===== src/rtl/evo_circuit_tester.sv =====
// evo_circuit_tester: drives a 2-bit stimulus into an asynchronous circuit under test,
// samples its synchronized output per vector and accumulates match / unstable counts.
// Ports:
//   clk, rst_n        clock, asynchronous active-low reset
//   start             one-cycle pulse that begins a run (ignored unless idle)
//   vec_addr/vec_data stimulus table address / word {expected, input[1:0]}
//   dut_in/dut_out    registered drive to, and asynchronous output from, the circuit
//   busy/done         run in progress / run complete
//   score/unstable    vectors that matched stably / vectors whose samples disagreed
module evo_circuit_tester #(
    parameter int NUM_VECTORS   = 16,
    parameter int SETTLE_CYCLES = 8,
    parameter int SAMPLE_CYCLES = 4,
    parameter int IW            = $clog2(NUM_VECTORS + 1)
) (
    input  logic          clk,
    input  logic          rst_n,
    input  logic          start,
    output logic [IW-1:0] vec_addr,
    input  logic [2:0]    vec_data,
    output logic [1:0]    dut_in,
    input  logic          dut_out,
    output logic          busy,
    output logic          done,
    output logic [IW-1:0] score,
    output logic [IW-1:0] unstable
);
    localparam int CW = $clog2((SETTLE_CYCLES > SAMPLE_CYCLES ? SETTLE_CYCLES : SAMPLE_CYCLES) + 1);

    typedef enum logic [2:0] {IDLE, FETCH, APPLY, SETTLE, SAMPLE, DONE} state_t;

    state_t        state;
    logic [1:0]    sync;
    logic          sync_q;
    logic          exp_q;
    logic          ref_q;
    logic          unst;
    logic [IW-1:0] idx;
    logic [CW-1:0] cnt;
    logic          last_smp;
    logic          r_now;
    logic          u_now;

    assign sync_q   = sync[1];
    assign last_smp = cnt == CW'(SAMPLE_CYCLES - 1);
    // Classification folds in the current cycle's sample so the last sample counts too.
    assign r_now    = cnt == '0 ? sync_q : ref_q;
    assign u_now    = unst | (cnt != '0 && sync_q != ref_q);

    always_ff @(posedge clk or negedge rst_n)
        if (!rst_n) sync <= '0;
        else sync <= {sync[0], dut_out};

    always_ff @(posedge clk or negedge rst_n) begin
        if (!rst_n) begin
            state    <= IDLE;
            vec_addr <= '0;
            dut_in   <= '0;
            busy     <= 1'b0;
            done     <= 1'b0;
            score    <= '0;
            unstable <= '0;
            exp_q    <= 1'b0;
            ref_q    <= 1'b0;
            unst     <= 1'b0;
            idx      <= '0;
            cnt      <= '0;
        end else begin
            case (state)
                IDLE: if (start) begin
                    score    <= '0;
                    unstable <= '0;
                    idx      <= '0;
                    vec_addr <= '0;
                    done     <= 1'b0;
                    busy     <= 1'b1;
                    state    <= FETCH;
                end
                FETCH: begin
                    vec_addr <= idx;
                    state    <= APPLY;
                end
                APPLY: begin
                    dut_in <= vec_data[1:0];
                    exp_q  <= vec_data[2];
                    cnt    <= '0;
                    state  <= SETTLE;
                end
                SETTLE: begin
                    cnt <= cnt == CW'(SETTLE_CYCLES - 1) ? '0 : cnt + 1'b1;
                    if (cnt == CW'(SETTLE_CYCLES - 1)) state <= SAMPLE;
                end
                SAMPLE: begin
                    if (cnt == '0) begin
                        ref_q <= sync_q;
                        unst  <= 1'b0;
                    end else if (sync_q != ref_q) unst <= 1'b1;
                    cnt <= cnt + 1'b1;
                    if (last_smp) begin
                        if (u_now) unstable <= unstable + 1'b1;
                        else if (r_now == exp_q) score <= score + 1'b1;
                        cnt <= '0;
                        if (idx == IW'(NUM_VECTORS - 1)) begin
                            busy  <= 1'b0;
                            done  <= 1'b1;
                            state <= DONE;
                        end else begin
                            // Address moves now so the table word is ready by APPLY.
                            idx      <= idx + 1'b1;
                            vec_addr <= idx + 1'b1;
                            state    <= FETCH;
                        end
                    end
                end
                DONE: state <= IDLE;
                default: state <= IDLE;
            endcase
        end
    end
endmodule


===== config.mk =====
export PLATFORM = sky130hd
export DESIGN_NAME = evo_circuit_tester
export DESIGN_NICKNAME = d
export VERILOG_FILES = /design/src/rtl/evo_circuit_tester.sv
export SDC_FILE = /design/constraint.sdc
export NUM_CORES = 1
export LEC_CHECK = 0
export CORE_ASPECT_RATIO = 0.6
export CORE_MARGIN = 2
export CORE_UTILIZATION = 55
export DETAILED_ROUTE_END_ITERATION = 6
export PLACE_DENSITY = 0.82
export SLEW_MARGIN = 20
export SYNTH_ARGS = -nofsm -noshare
export SYNTH_HDL_FRONTEND = slang
export SYNTH_SLANG_ARGS = --single-unit

===== constraint.sdc =====
create_clock -name clk -period 2.5 [get_ports clk]
set_input_delay 0.25 -clock clk [delete_from_list [all_inputs] [get_ports clk]]
set_output_delay 0.25 -clock clk [all_outputs]
set_load 0.05 [all_outputs]

==> implementation parameters, run 1 <==
Parameter                              Value

Power
  Clock power frac    between 30% and 40%
  Total power draw    0.00136 W
  Internal    ~0.001 W
  Register share of total power    a little under half
  Power share of the combinational group    about 16%
  Total power per unit cell area    about 570 nW/um^2
  Leakage power    1.02 nW
  Net switching share of the total power    27.2%
  VDD IR-drop max    between 0.0003 and 0.0004 V
  Reported net switching power    0.000371 W

Finish
  Number of antenna diodes    0
  Layout cell share with drive strength beyond 1    15.4%
  Utilization after layout    around two thirds
  Final nets    between 200 and 250
  Relative area change from synthesis to final layout    18.3%

STA
  Setup repair after global routing missed its margin    false
  Final setup fails    0
  Least-Margin Pin Slew    ~660 ps
  Max transition margin    approximately 56%
  Final period demand of the worst path    roughly 2300 ps
  Hold Vio Cnt, Final    0
  Maximum operating frequency    ~430 MHz
  Final cycle utilization of the critical path    between 90% and 100%
  Worst hold slack across all endpoints    between 300 and 400 ps
  Max-slew violation count    0
  Worst-case clock skew    between 2 and 3 ps
  Setup TNS after final layout    0 ps

Synth
  Ys flop type    sky130_fd_sc_hd__dfrtp_1
  Largest family of logic cells by synthesized area    simple AND/OR/NAND/NOR gates
  Number of synthesized flops with an enable pin    0
  Number of different library cells in the post-synthesis netlist    52
  Number of flip-flops and latches in the synthesized netlist    36
  Proportion of synthesized chip area in sequential cells    roughly 44%
  Synthesized area per cell    10.1 sq um
  Number of standard cells after synthesis    201
  Xor and xnor fraction of the mapped netlist area    between 2 and 3%
  Share of flip-flops with an asynchronous set or reset    between 90% and 100%
  Post-synthesis mux area share    5.47%
  Synthesized-area fraction occupied by and/or/nand/nor cells    20.2%
  Netlist area before placement    ~2000 sq um
  Syn Nets    ~210
  Post-synthesis adder-cell area fraction    between 3 and 4%
  YS warnings    0
  Synthesized-area fraction occupied by ao, oa, aoi and oai cells    19.2%

CTS
  Clock-pin slew on the worst setup and hold paths    around 70 ps
  CTS resizes    0
  Clock Sink Count    36
  Insertion delay to the later sink of the worst-skew pair    just under 300 ps
  CTS tree    yes
  TritonCTS buffer count    5
  Level count of the clock H-tree    2
  Post-CTS Hold Fix Bufs    0
  Clk root buf    sky130_fd_sc_hd__clkbuf_8
  Number of setup buffers added after CTS    0
  Maximum buffer depth of the clock tree    2

Die
  Boundary Pins    26
  Width of the die    approximately 83 microns
  Core area    approximately 3600 sq um
  Starting utilization of the core area    56.3%
  DIE AREA    4220 sq um
  Die span in y    between 50 and 60 microns
  Std cell rows    17

Global route
  Number of antenna violations at the first check in global routing    0
  Wire length of the first global-routing pass    about 7000 microns
  Maximum number of pins on one net before global-route repair    37
  Remaining Overflow, GRT    0
  Vias in the first global route    1,483
  Combined global-route utilization of all metal layers    roughly 22%

Setup path
  Required arrival time at the worst endpoint    roughly 2700 ps
  Data arrival, critical path    approximately 2500 ps
  Startpoint kind of the worst setup timing path    register
  Endpoint class of the critical path    register
  Crit path kind    register to register
  Maximum fanout count along the critical path    6

Drt
  Routed via count    about 1,600
  First DRT Iteration DRCs    100
  Count of nets left with antenna violations after detail routing    0
  Wirelength, routed    3960 microns
  Residual DRC    0
  Routed length per instance    between 10 and 15 microns
  Via count normalized by instance count    approximately 5.7
  DR pass1 iterations    4

Placement
  Port bufs    25
  Final weighted congestion in routability-driven placement    0.917
  Post-DP HPWL    between 2000 and 3000 microns

Job
  Number of violations of the max-capacitance limit    0

Run status
  Result of the run    finished, final reports clean

Min path
  Worst hold path type    register to register
-- layout by cell type (no fill, tap or decap), drive strengths merged, types with 4 or more instances in the layout --
cell and instances:
a21oi 14, a22o 5, and2 4, and3 4, clkbuf 5, clkdlybuf4s50 25, dfrtp 36, ha 6
inv 6, mux2 8, nand2 15, nand3 6, nor2 22, nor2b 7, o21ai 10, xor2 5
-- worst max-delay path, stage by stage (launching register included) --
cell and delay, ps:
sky130_fd_sc_hd__dfrtp_1 430, sky130_fd_sc_hd__ha_1 240, sky130_fd_sc_hd__and3_1 190, sky130_fd_sc_hd__ha_1 230
sky130_fd_sc_hd__or4b_4 560, sky130_fd_sc_hd__o32ai_4 200, sky130_fd_sc_hd__buf_4 210, sky130_fd_sc_hd__nor2_1 50
sky130_fd_sc_hd__a21oi_1 120
-- metal layers --
layer	part of all wire [%]	track usage (%)	vias up
met5	0	0	-
met4	0.45	5.19	0
met3	6.4	6.54	4
met2	41	31.6	55
met1	52	33.0	728
li1	-	-	776
-- through the flow --
step,cell area (sq um),instances,setup WS [ps]
after floorplan,2030,201,207
after global placement,2300,267,286
after detailed placement,2300,267,208
after CTS,2410,275,185
after global routing,2410,275,75.2
final,2410,275,189
-- path summary, 6_finish.rpt --
check	start	end	slack (ps)	depth (start not counted)
max	idx[0]	vec_addr[4]	190	8
min	sync[0]	sync[1]	360	0
max reg2reg	idx[0]	vec_addr[4]	190	8
min reg2reg	sync[0]	sync[1]	360	0
max in group asynchronous	rst_n	unstable[4]	1810	2
min in group asynchronous	rst_n	state[0]	380	2
-- power groups by stage --
stage / Sequential [W] / Combinational [W] / Clock (W)
3_5_place_dp: 0.000650 / 0.000220 / 0
5_1_grt: 0.000646 / 0.000237 / 0.000548
6_report: 0.000641 / 0.000219 / 0.000505
3_3_place_gp: 0.000650 / 0.000218 / 0
2_1_floorplan: 0.000731 / 0.0000559 / 0
4_1_cts: 0.000640 / 0.000221 / 0.000523
-- area by class of cell --
type | count | area, sq um
clock buffers | 5 | 68.8
flip-flops and latches | 36 | 901
multi-input cells | 150 | 1040
inverters | 6 | 22.5
well taps | 47 | 58.8
repair buffers | 28 | 273
fillers | 289 | 1210
clock inverters | 3 | 42.5
-- Yosys cell counts, types with 2 or more instances --
library cell / instances / area share (%)
sky130_fd_sc_hd__clkbuf_1: 2 / 0.37
sky130_fd_sc_hd__a22o_1: 4 / 1.7
sky130_fd_sc_hd__xor2_1: 5 / 2.2
sky130_fd_sc_hd__nand4_1: 2 / 0.61
sky130_fd_sc_hd__mux2_4: 3 / 2.2
sky130_fd_sc_hd__buf_6: 4 / 2.2
sky130_fd_sc_hd__nand3_1: 6 / 1.5
sky130_fd_sc_hd__o22ai_1: 3 / 0.92
sky130_fd_sc_hd__o31ai_1: 3 / 1.1
sky130_fd_sc_hd__dfrtp_1: 36 / 44
sky130_fd_sc_hd__or4b_4: 2 / 1.4
sky130_fd_sc_hd__o2bb2ai_1: 3 / 1.3
sky130_fd_sc_hd__and3_1: 3 / 0.92
sky130_fd_sc_hd__a21o_1: 2 / 0.74
sky130_fd_sc_hd__mux2_2: 4 / 2.2
sky130_fd_sc_hd__nand2_1: 15 / 2.8
sky130_fd_sc_hd__o21a_1: 2 / 0.74
sky130_fd_sc_hd__a211oi_2: 2 / 1.2
sky130_fd_sc_hd__nor2b_1: 7 / 2.2
sky130_fd_sc_hd__nand2b_1: 2 / 0.61
sky130_fd_sc_hd__or2_2: 2 / 0.61
sky130_fd_sc_hd__and2_1: 3 / 0.92
sky130_fd_sc_hd__ha_1: 6 / 3.7
sky130_fd_sc_hd__o21ai_0: 10 / 2.5
sky130_fd_sc_hd__buf_2: 2 / 0.49
sky130_fd_sc_hd__nor2_1: 22 / 4.1
sky130_fd_sc_hd__a31oi_1: 3 / 0.92
sky130_fd_sc_hd__inv_1: 6 / 1.1
sky130_fd_sc_hd__a21oi_1: 14 / 3.4
-- sequential cells by signal, summed over array words and instances, names as in the netlist --
register  cells
exp_q         1
busy          1
vec_addr      5
dut_in        2
ref_q         1
unstable      5
score         5
idx           5
cnt           4
sync          2
state         3
done          1
unst          1
-- logic make-up (layout without fill, tap and decap cells) --
group	Yosys count	in the layout
simple gates	75	75
fa+ha+maj	6	6
mux	9	9
flops	36	36
buf+inv	15	42
xor+xnor	6	6
compound gates	54	54
(Power assumes the default switching activity.)
==> inputs of run 2 (changes only) <==
SLEW_MARGIN = 10   (was 20)
clock period = 2.8 ns   (was 2.5 ns; I/O delays follow)
==> run 2 against run 1 <==
Die area unchanged. Total power down 9.7%. Count of clock-buffer cells in the layout unchanged. Via count up 3.2%. Sequential share of layout area up 0.12 points. Largest power group unchanged. Highest routed layer unchanged.
==> implementation parameters, run 2 (synthesis gave the netlist of run 1 again) <==
Parameter                              Value

Global route
  Wire length of the first global-routing pass    7360 microns (was 6890 microns)
  Vias in the first global route    1,550 (was 1,483)
  Number of antenna violations at the first check in global routing    0 (unchanged)
  Maximum number of pins on one net before global-route repair    37 (unchanged)
  Combined global-route utilization of all metal layers    23.8% (was 22.1%)
  Remaining Overflow, GRT    0 (unchanged)

Placement
  Port bufs    25 (unchanged)
  Post-DP HPWL    3020 microns (was 2820 microns)
  Final weighted congestion in routability-driven placement    0.957 (was 0.917)

Drt
  Routed length per instance    15.9 microns (was 14.4 microns)
  Routed via count    1,613 (was 1,563)
  Count of nets left with antenna violations after detail routing    0 (unchanged)
  DR pass1 iterations    4 (unchanged)
  Via count normalized by instance count    5.89 (was 5.68)
  Wirelength, routed    4350 microns (was 3960 microns)
  First DRT Iteration DRCs    176 (was 100)
  Residual DRC    0 (unchanged)

STA
  Setup TNS after final layout    0 ps (unchanged)
  Worst-case clock skew    7.56 ps (was 2.71 ps)
  Least-Margin Pin Slew    670 ps (was 657 ps)
  Max transition margin    55.2% (was 55.7%)
  Max-slew violation count    0 (unchanged)
  Final cycle utilization of the critical path    86.6% (was 92.4%)
  Setup repair after global routing missed its margin    false (unchanged)
  Maximum operating frequency    413 MHz (was 433 MHz)
  Final setup fails    0 (unchanged)
  Hold Vio Cnt, Final    0 (unchanged)
  Final period demand of the worst path    2420 ps (was 2310 ps)

Power
  Total power per unit cell area    514 nW/um^2 (was 567 nW/um^2)
  Leakage power    1.01 nW (was 1.02 nW)
  Total power draw    0.00123 W (was 0.00136 W)
  VDD IR-drop max    0.000516 V (was 0.000382 V)

Setup path
  Reg2Reg Launch Point    idx[0] (unchanged)
  Most used cell, CP    sky130_fd_sc_hd__ha_1 (unchanged)
  Family of cells with the greatest summed delay on the critical path    simple AND/OR/NAND/NOR gates (unchanged)
  Required arrival time at the worst endpoint    2980 ps (was 2710 ps)
  Maximum fanout count along the critical path    9 (was 6)
  Endpoint class of the critical path    register (unchanged)
  Crit path kind    register to register (unchanged)
  Combined buffer and inverter count along the critical path    0 (was 1)
  Data arrival, critical path    2610 ps (was 2520 ps)
  Startpoint kind of the worst setup timing path    register (unchanged)
  Slowest CP cell    sky130_fd_sc_hd__or4b_4 (unchanged)
  Beginning of the critical path    idx[0] (unchanged)
  Critical Path Max Stage Delay    550 ps (was 560 ps)
  Worst path cell trace    ha_1, and3_1, ha_1, or4b_4, o32ai_4, mux2_4 (was ha_1, and3_1, ha_1, or4b_4, o32ai_4, buf_4, nor2_1, a21oi_1)

Die
  Width of the die    82.5 microns (unchanged)
  Starting utilization of the core area    56.3% (unchanged)
  DIE AREA    4220 sq um (unchanged)
  Die span in y    51.1 microns (unchanged)
  Boundary Pins    26 (unchanged)
  Std cell rows    17 (unchanged)
  Core area    3620 sq um (unchanged)

CTS
  Clk root buf    sky130_fd_sc_hd__clkbuf_8 (unchanged)
  TritonCTS buffer count    5 (unchanged)
  Insertion delay to the later sink of the worst-skew pair    300 ps (was 290 ps)
  Level count of the clock H-tree    2 (unchanged)
  Number of setup buffers added after CTS    0 (unchanged)
  Clock-pin slew on the worst setup and hold paths    70 ps (about the same)
  CTS resizes    0 (unchanged)
  CTS tree    yes (unchanged)
  Maximum buffer depth of the clock tree    2 (unchanged)
  Clock Sink Count    36 (unchanged)
  Post-CTS Hold Fix Bufs    0 (unchanged)

Finish
  Utilization after layout    66.4% (was 66.6%)
  Final nets    239 (was 240)
  Number of antenna diodes    0 (unchanged)
  Fillers    309 (was 289)
  Area taken by flip-flops and latches    901 sq um (unchanged)
  Area of the multi-input gates    1040 sq um (unchanged)
  Highest-count cells in the layout ignoring fill and taps    sky130_fd_sc_hd__dfrtp_1 (36), sky130_fd_sc_hd__clkdlybuf4s50_1 (25), sky130_fd_sc_hd__nor2_1 (22) (unchanged)
  Layout cell share with drive strength beyond 1    15.0% (was 15.4%)
  Relative area change from synthesis to final layout    18.0% (was 18.3%)
  Most common cell after layout, fill and taps aside    sky130_fd_sc_hd__dfrtp_1 (unchanged)

Run status
  Result of the run    finished, final reports clean (unchanged)

Min path
  Worst hold path type    register to register (unchanged)
  Beginning of the worst hold path    sync[0] (unchanged)

Job
  Number of violations of the max-capacitance limit    0 (unchanged)
run 2: cell types whose count changed in the layout (fill, tap and decap cells not counted), sizes merged:
cell	change
buf	-1
run 2: layout make-up:
type	instances	area share, %
tap	47	2.45
inverter	6	0.938
sequential	36	37.5
multi-input combinational	150	43.4
clock buffer	5	2.87
timing repair buffer	27	11.1
clock inverter	3	1.77
run 2: path summary, 6_finish.rpt:
kind	to	slack, ps	depth (start not counted)
setup / recovery	vec_addr[2]	380	6
setup reg to reg	vec_addr[2]	380	6
hold / removal	sync[1]	350	0
max in group asynchronous	unstable[4]	2080	2
min in group asynchronous	dut_in[1]	390	2
hold reg to reg	sync[1]	350	0
run 2: per-layer routing:
metal / share of wire, % / GRT usage, % / vias to the layer above
met2: 44 / 34.9 / 46
met5: 0 / 0 / -
li1: - / - / 765
met4: 1.4 / 9.02 / 0
met3: 7.2 / 6.18 / 8
met1: 47 / 33.9 / 794
run 2: power breakdown:
part	leakage (nW)	switching (W)	internal (W)	total, W
Combinational	0.542	0.000119	0.0000789	0.000197
Sequential	0.417	0.0000288	0.000545	0.000574
Clock	0.0541	0.000198	0.000263	0.000461
run 2: stage by stage:
stage | cell area (sq um) | hold WS (ps) | instances | setup slack (ps)
after CTS | 2400 | 353 | 274 | 385
after global placement | 2290 | 333 | 266 | 515
after detailed placement | 2290 | 335 | 266 | 408
final | 2400 | 351 | 274 | 377
after floorplan | 2030 | -15.6 | 201 | 507
after global routing | 2400 | 356 | 274 | 277
run 2: worst reg2reg max path, delay by kind of cell, from the launching register on:
kind                     cells  cell delay (ps)
AND/OR/NAND/NOR              2              750
multiplexers                 1              340
AO/OA/AOI/OAI                1              270
flip-flops                   1              450
adder cells (fa/ha/maj)      2              500
